<file path="config.mk">
export PLATFORM = sky130hd
export DESIGN_NAME = adc_capture_bram_ctrl
export DESIGN_NICKNAME = d
export VERILOG_FILES = /design/src/rtl/adc_capture_bram_ctrl.sv
export SDC_FILE = /design/constraint.sdc
export NUM_CORES = 1
export LEC_CHECK = 0
export ABC_CLOCK_PERIOD_IN_PS = 2500
export CAP_MARGIN = 20
export CORE_UTILIZATION = 30
export CTS_CLUSTER_SIZE = 12
export DETAILED_ROUTE_END_ITERATION = 12
export GPL_TIMING_DRIVEN = 0
export PLACE_DENSITY_LB_ADDON = 0.1
export RECOVER_POWER = 100
export SLEW_MARGIN = 10
export SYNTH_ARGS = -nofsm -noshare
export SYNTH_HDL_FRONTEND = slang
export SYNTH_SLANG_ARGS = --single-unit
export TNS_END_PERCENT = 30
</file>
<file path="constraint.sdc">
create_clock -name clk -period 2.5 [get_ports clk]
set_input_delay 0.5 -clock clk [delete_from_list [all_inputs] [get_ports clk]]
set_output_delay 0.5 -clock clk [all_outputs]
set_load 0.01 [all_outputs]
</file>
<file path="src/rtl/adc_capture_bram_ctrl.sv">
// ADC capture sequencer and single-port BRAM arbiter shared with the SCARF SPI slave.
// Optional decimation in CAPTURE is enabled with `define CAP_DECIM_EN (adds the decim port).
module adc_capture_bram_ctrl #(
    parameter int unsigned NUM_SAMPLES = 32'h1000,
    parameter logic [15:0] BASE_ADDR   = 16'h0000
) (
    input  logic        clk,
    input  logic        rst_n_sync,
    input  logic        cap_start,
    input  logic        cap_abort,
    input  logic        trig_mode,
    input  logic [7:0]  trig_level,
    input  logic [7:0]  adc_data,
    input  logic        adc_valid,
    input  logic [15:0] spi_bram_addr,
    input  logic [7:0]  spi_bram_wdata,
    input  logic        spi_bram_wen,
    input  logic        spi_bram_ren,
`ifdef CAP_DECIM_EN
    input  logic [3:0]  decim,
`endif
    output logic [15:0] bram_addr,
    output logic [7:0]  bram_wdata,
    output logic        bram_wen,
    output logic        bram_ren,
    output logic        cap_busy,
    output logic        cap_done,
    output logic        spi_conflict,
    output logic [15:0] cap_count
);

    localparam logic [16:0] LAST_COUNT = 17'(NUM_SAMPLES - 32'd1);

    typedef enum logic [1:0] {
        S_IDLE,
        S_ARMED,
        S_CAPTURE,
        S_DONE
    } state_t;

    state_t      r_state;
    logic [16:0] r_capCount;
    logic [7:0]  r_prevSample;
    logic        r_capWen;
    logic [15:0] r_capAddr;
    logic [7:0]  r_capWdata;
    logic        r_spiConflict;

    logic w_busy;
    logic w_armEntry;
    logic w_trigger;
    logic w_decimHit;
    logic w_accept;
    logic w_lastSample;
    logic w_capOwn;

    assign w_busy       = (r_state == S_ARMED) || (r_state == S_CAPTURE);
    assign w_armEntry   = cap_start && !cap_abort && ((r_state == S_IDLE) || (r_state == S_DONE));
    assign w_trigger    = trig_mode ? ((r_prevSample < trig_level) && (adc_data >= trig_level)) : 1'b1;
    assign w_lastSample = (r_capCount == LAST_COUNT);

`ifdef CAP_DECIM_EN
    logic [3:0] r_decimCnt;
    logic [3:0] r_decimVal;

    assign w_decimHit = (r_decimCnt == r_decimVal);

    always_ff @(posedge clk or negedge rst_n_sync) begin
        if (!rst_n_sync) begin
            r_decimCnt <= 4'd0;
            r_decimVal <= 4'd0;
        end else if (r_state == S_ARMED && w_accept) begin
            r_decimCnt <= 4'd0;
            r_decimVal <= decim;
        end else if (r_state == S_CAPTURE && adc_valid && !cap_abort) begin
            r_decimCnt <= w_decimHit ? 4'd0 : r_decimCnt + 4'd1;
        end
    end
`else
    assign w_decimHit = 1'b1;
`endif

    // A sample is taken on the trigger in ARMED or on a decimation hit in CAPTURE; abort always wins.
    assign w_accept = adc_valid && !cap_abort &&
                      (((r_state == S_ARMED) && w_trigger) || ((r_state == S_CAPTURE) && w_decimHit));

    always_ff @(posedge clk or negedge rst_n_sync) begin
        if (!rst_n_sync) begin
            r_state <= S_IDLE;
        end else if (cap_abort) begin
            r_state <= S_IDLE;
        end else if (w_armEntry) begin
            r_state <= S_ARMED;
        end else if (w_accept) begin
            r_state <= w_lastSample ? S_DONE : S_CAPTURE;
        end
    end

    always_ff @(posedge clk or negedge rst_n_sync) begin
        if (!rst_n_sync) begin
            r_capWen   <= 1'b0;
            r_capAddr  <= 16'h0000;
            r_capWdata <= 8'h00;
        end else begin
            r_capWen <= w_accept;
            if (w_accept) begin
                r_capAddr  <= BASE_ADDR + r_capCount[15:0];
                r_capWdata <= adc_data;
            end
        end
    end

    always_ff @(posedge clk or negedge rst_n_sync) begin
        if (!rst_n_sync) begin
            r_capCount <= 17'd0;
        end else if (w_armEntry) begin
            r_capCount <= 17'd0;
        end else if (w_accept) begin
            r_capCount <= r_capCount + 17'd1;
        end
    end

    always_ff @(posedge clk or negedge rst_n_sync) begin
        if (!rst_n_sync) begin
            r_prevSample <= 8'hFF;
        end else if (w_armEntry) begin
            r_prevSample <= 8'hFF;
        end else if (r_state == S_ARMED && adc_valid && !cap_abort) begin
            r_prevSample <= adc_data;
        end
    end

    always_ff @(posedge clk or negedge rst_n_sync) begin
        if (!rst_n_sync) begin
            r_spiConflict <= 1'b0;
        end else if (w_armEntry) begin
            r_spiConflict <= 1'b0;
        end else if (w_busy && (spi_bram_wen || spi_bram_ren)) begin
            r_spiConflict <= 1'b1;
        end
    end

    // The capture side keeps the port for its final write even after the FSM has left the busy states.
    assign w_capOwn   = w_busy || r_capWen;
    assign bram_addr  = w_capOwn ? r_capAddr  : spi_bram_addr;
    assign bram_wdata = w_capOwn ? r_capWdata : spi_bram_wdata;
    assign bram_wen   = w_capOwn ? r_capWen   : spi_bram_wen;
    assign bram_ren   = w_capOwn ? 1'b0       : spi_bram_ren;

    assign cap_busy     = w_busy;
    assign cap_done     = (r_state == S_DONE);
    assign spi_conflict = r_spiConflict;
    assign cap_count    = r_capCount[15:0];

endmodule

</file>
# --- Yosys cells after proc, flatten, opt, wreduce, memory -nomap -nowiden ---
# Cells that the tools add are included.
totals:
  regBits: 53
  latchBits: 0
  ramBits: 0
  romBits: 0
  word_cells: 49
  memories: 0
op_classes:
  add_sub_neg: 1
  multipliers: 0
  n_div: 0
  magnitude_cmp: 2
  eq_ne: 4
  n_shift: 0
  muxes: 15
  n_bitwise: 0
  n_reduce_logical: 20
op_table:
  columns: ["cell", "count"]
  rows:
  - ["two-way mux 17 bit", 2]
  - ["two-way mux 8 bit", 3]
  - ["adder 17 x 1 -> 17 bit (second input constant)", 1]
  - ["== test 17 x 12 -> 1 bit (second input constant)", 1]
  - ["two-way mux 16 bit", 1]
  - ["logical AND 1 bit", 9]
  - ["greater-or-equal comparator 8 bit", 1]
  - ["< comparator 8 bit", 1]
  - ["two-way mux 1 bit", 6]
  - ["two-way mux 2 bit", 3]
  - ["nonzero test 2 bit", 3]
  - ["logical OR 1 bit", 5]
  - ["== test 2 bit (second input constant)", 2]
  - ["nonzero test 3 bit", 1]
  - ["== test 2 x 1 -> 1 bit (second input constant)", 1]
  - ["zero test 2 bit", 1]
  - ["zero test 1 bit", 1]

# --- Longest topological paths before layout ---
depth:
  depth_word: 9
  mapped_depth: 11
  depth_no_buf: 9

# --- Worst setup path after synthesis ---
# No wires, ideal clock.
synth_timing:
  path_kind: "reg2out"
  start: "reg r_state[0]"
  end: "out bram_addr[10]"
  arrival_time_ns: 1.927
  t_required_ns: 2.000
  slack_ns: 0.073
  stages_incl_launch_ff: 7
  path_buffers: 1
  path_cell_list: "dfrtp_1 inv_1 ha_1 inv_1 nor2_1 clkbuf_1 mux2_2"
synth_via:
  elab_chain_len: 4
  elab_cells_between_ends: 5
  classes_between: "eq/ne: 2; mux: 1; reduce/logical: 2"
synth_lines:
  columns: ["item", "line", "source"]
  rows:
  - ["start: declaration", "41", "state_t r_state;"]
  - ["start signal: assignment", "95", "r_state <= w_lastSample ? S_DONE : S_CAPTURE;"]
  - ["== test 2 x 1 -> 1 bit or == test 2 bit (tied branches)", "57", "assign w_busy = (r_state == S_ARMED) || (r_state == S_CAPTURE);"]
  - ["logical OR 1 bit *", "57", null]
  - ["named net cap_busy", "26", "output logic cap_busy,"]
  - ["logical OR 1 bit *", "144", "assign w_capOwn = w_busy || r_capWen;"]
  - ["two-way mux 16 bit *", "145", "assign bram_addr = w_capOwn ? r_capAddr : spi_bram_addr;"]
  - ["end: declaration", "22", "output logic [15:0] bram_addr,"]
# Mark *: on every way through the listed nets, which the timed path passes. The rest lies on a longest branch.

# --- Final worst setup path ---
layout_timing:
  start: "reg r_state[1]"
  end: "reg r_capCount[11]"
layout_via:
  elab_chain_len: 5
  elab_cells_between_ends: 11
  classes_between: "eq/ne: 3; mux: 1; reduce/logical: 7"
layout_lines:
  columns: ["item", "line", "source"]
  rows:
  - ["== test 2 x 1 -> 1 bit", "85", "(((r_state == S_ARMED) && w_trigger) || ((r_state == S_CAPTURE) && w_decimHit));"]
  - ["logical AND 1 bit", "85", null]
  - ["logical OR 1 bit", "85", null]
  - ["logical AND 1 bit", "84", "assign w_accept = adc_valid && !cap_abort &&"]
  - ["nonzero test 2 bit (no source line)", null, null]
  - ["end signal: assignment", "119", "r_capCount <= r_capCount + 17'd1;"]
  - ["end: declaration", "42", "logic [16:0] r_capCount;"]
# Parallel ways exist; a longest one is shown, timed or not.
# A chain may end at the register's enable or synchronous reset.

==> qor.yml <==
critPathMaxFanout: 5
num_vias: 2870
grt_pass1_vias: 2850
setup_tns_ns: -0.0138
placed_area_um2: 4220
setup_ws_ns: -0.0131
crit_family: "simple AND/OR/NAND/NOR gates"
vdd_drop_max_v: 0.000332
maxCapViolations: 0
pre_cts_ws_ns: -1.00
tritoncts_num_sinks: 53
port-buffer-count: 92
synth.avg_cell_area_um2: 9.00
r2r_slack_ns: -0.01
yosysMostFrequentCell: "nand2_1"
rsz0062_at_grt: "true"
grt_overflow_total: 0
synthTopCellsByCount: "nand2_1, dfrtp_1, mux2_2"
regToRegStartpoint: "r_state[1]"
period_minus_slack_ns: 2.51
wl_per_cell_um: 15.5
yosys.area_share.xor_xnor_pct: 0.558
yosysSeqAreaShare_pct: 42.6
setup_viol: 2
hold_path_class: "input pin to asynchronous set/reset pin"
layout-drive-gt1-share_pct: 33.0
initial_utilization_pct: 31.5
ys_ff_latch: 53
fin_skew_ns: 0.00651
netlist_area_um2: 3140
path_clk_slew_ns: 0.10
chipWidth_um: 104
p_total_w: 0.00264
critPathKind: "flip-flop to flip-flop"
cts.path.max_buffers: 2
grt_pass1_wl_mm: 15.2
synth.distinct_cells: 42
max_stage_delay_ns: 0.54
synth_edf_count: 0
period_share_pct: 101
drt_iter0_drc: 114
globalplace.congestion: 0.783
worstMarginPinSlew_ns: 1.36
drc: 0
clock-root-buffer: "clkbuf_8"
path_buf_inv: 4
synth_area_leader_cell: "dfrtp_1"
cts_tree: "done"
via_per_inst: 4.78
reg2reg_depth: 11
synth_top_cell_area_share_pct: 35.9
n_fill_cell: 965
finalHoldViolations: 0
numCtsBuffers: 5
critPathSlowestCell: "or4b_4"
max_slew_margin_pct: 9.52
async_reset_ff_share_pct: 100
p_per_area_nw_per_um2: 546
first_pass_iters: 4
synth_nets: 416
endpoint_kind: "flip-flop"
stdcell_area_um2: 4830
yosysWarnings: 0
num-nets-final: 533
status: "finished, violations left"
antenna_found_initial: 0
failed_checks: "setup timing"
clk_latency_ns: 0.31
die_h_um: 104
drv_slew: 0
syn_inst: 349
leakage_nw: 2.28
reg2reg_to: "r_capCount[11]"
ys.flop_type: "dfrtp_1"
arrival_ns: 2.76
max_freq_ghz: 0.398
worstSetupStartpointType: "flip-flop"
crit_top_cell: "buf_4"
n_antenna_cell: 0
dp_hpwl_mm: 6.20
coreArea_um2: 9950
synth_compound_area_share_pct: 9.13
ios: 93
synthTopCellsByArea: "dfrtp_1, nand2_1, mux2_2"
wl_mm: 9.28
synth_top_family_by_area: "simple AND/OR/NAND/NOR gates"
cp.required_ns: 2.74
synthAdderAreaFrac_pct: 7.57
worstPathCellList: "buf_4 > inv_2 > ha_4 > nand2b_4 > a21oi_4 > a211oi_2 > buf_4 > or4b_4 > buf_6 > or3_1 > a21oi_2"
syn2layout_area_growth_pct: 54.0
yosys.area_share.simple_pct: 24.0
cts_htree_levels: 2
synthMuxAreaShare_pct: 8.61
grt_max_degree: 54
rows: 36
dieArea_um2: 10900
antenna_left: 0
grt.total_usage_pct: 17.8
[worst max path at each step]
stage / endpoint / slack (ns) / start / cells past startpoint
after floorplan: bram_addr[10] / 0.07 / r_state[0] / 6
after global placement: bram_wdata[3] / -0.96 / r_state[0] / 7
after detailed placement: r_capAddr[9] / -1.00 / trig_level[2] / 11
after CTS: r_capCount[15] / -0.05 / r_state[1] / 11
after global routing: r_capCount[11] / -0.09 / r_state[1] / 11
final: r_capCount[11] / -0.01 / r_state[1] / 11
[layout make-up]
type	instances	area (µm²)	share of cell area, %
buffer	28	216	4.48
clock buffer	6	72.6	1.50
clock inverter	2	15.0	0.311
inverter	16	60.1	1.24
multi-input combinational	251	1860	38.6
sequential	53	1340	27.6
tap	133	166	3.44
timing repair buffer	111	1100	22.8
[worst reg2reg max path, stage by stage, from the launching register on]
cell      delay, ns
dfrtp_1        0.42
buf_4          0.15
inv_2          0.07
ha_4           0.15
nand2b_4       0.06
a21oi_4        0.20
a211oi_2       0.08
buf_4          0.15
or4b_4         0.54
buf_6          0.15
or3_1          0.32
a21oi_2        0.14
[sequential cells by signal (all words and copies together), names as in the netlist]
| signal | cells |
|---|---|
| spi_conflict | 1 |
| r_capAddr | 16 |
| r_prevSample | 8 |
| r_capWen | 1 |
| r_capWdata | 8 |
| r_state | 2 |
| r_capCount | 17 |
[layer usage]
layer / global-route usage [%] / wire, µm / part of all wire (%) / up-vias
li1: - / - / - / 1412
met1: 25.2 / 4420 / 48 / 1371
met2: 28.1 / 4310 / 46 / 78
met3: 3.01 / 469 / 5.1 / 9
met4: 3.88 / 82 / 0.88 / 0
met5: 0 / 0 / 0 / -
[through the flow]
| step | hold slack [ns] | cells | utilization [%] |
|---|---|---|---|
| after detailed placement | 0.455 | 574 | 42.4 |
| after global routing | 0.506 | 600 | 48.6 |
| after global placement | 0.450 | 574 | 42.5 |
| final | 0.467 | 600 | 48.6 |
| after CTS | 0.253 | 600 | 46.8 |
| after floorplan | 0.204 | 349 | - |
[kinds of logic after synthesis]
logic type,Yosys count
buffers and inverters,45
DFF,53
muxes,24
and+or+nand+nor,161
AOI/OAI and AO/OA,45
xor gates and xnor gates,2
adders and majority gates,19
[placed cells by master, fill, tap and decap left out, drive strengths merged, types with 4 or more instances in the layout]
cell and instances:
nand3 15, clkbuf 17, dlygate4sd2 17, nand4 4, ha 19, nor2 12, nand2 97, or3 8
o21ai 13, clkdlybuf4s50 48, inv 16, dfstp 8, dfrtp 45, a21oi 17, buf 62, mux2 24
nor4 5
[repair_timing]
item | in CTS | in global routing
hold buffers | 0 | 0
pin swaps | 17 | 7
gates cloned | 3 | 0
buffers inserted | 15 | 1
resized for setup | 162 | 65
endpoints found under the setup margin | 68 | 64
[power breakdown]
part | internal (W) | switching, W
sequential | 0.00101 | 0.0000804
clock | 0.000198 | 0.000301
combinational | 0.000605 | 0.000451
Power figures use the tool's default switching activity.
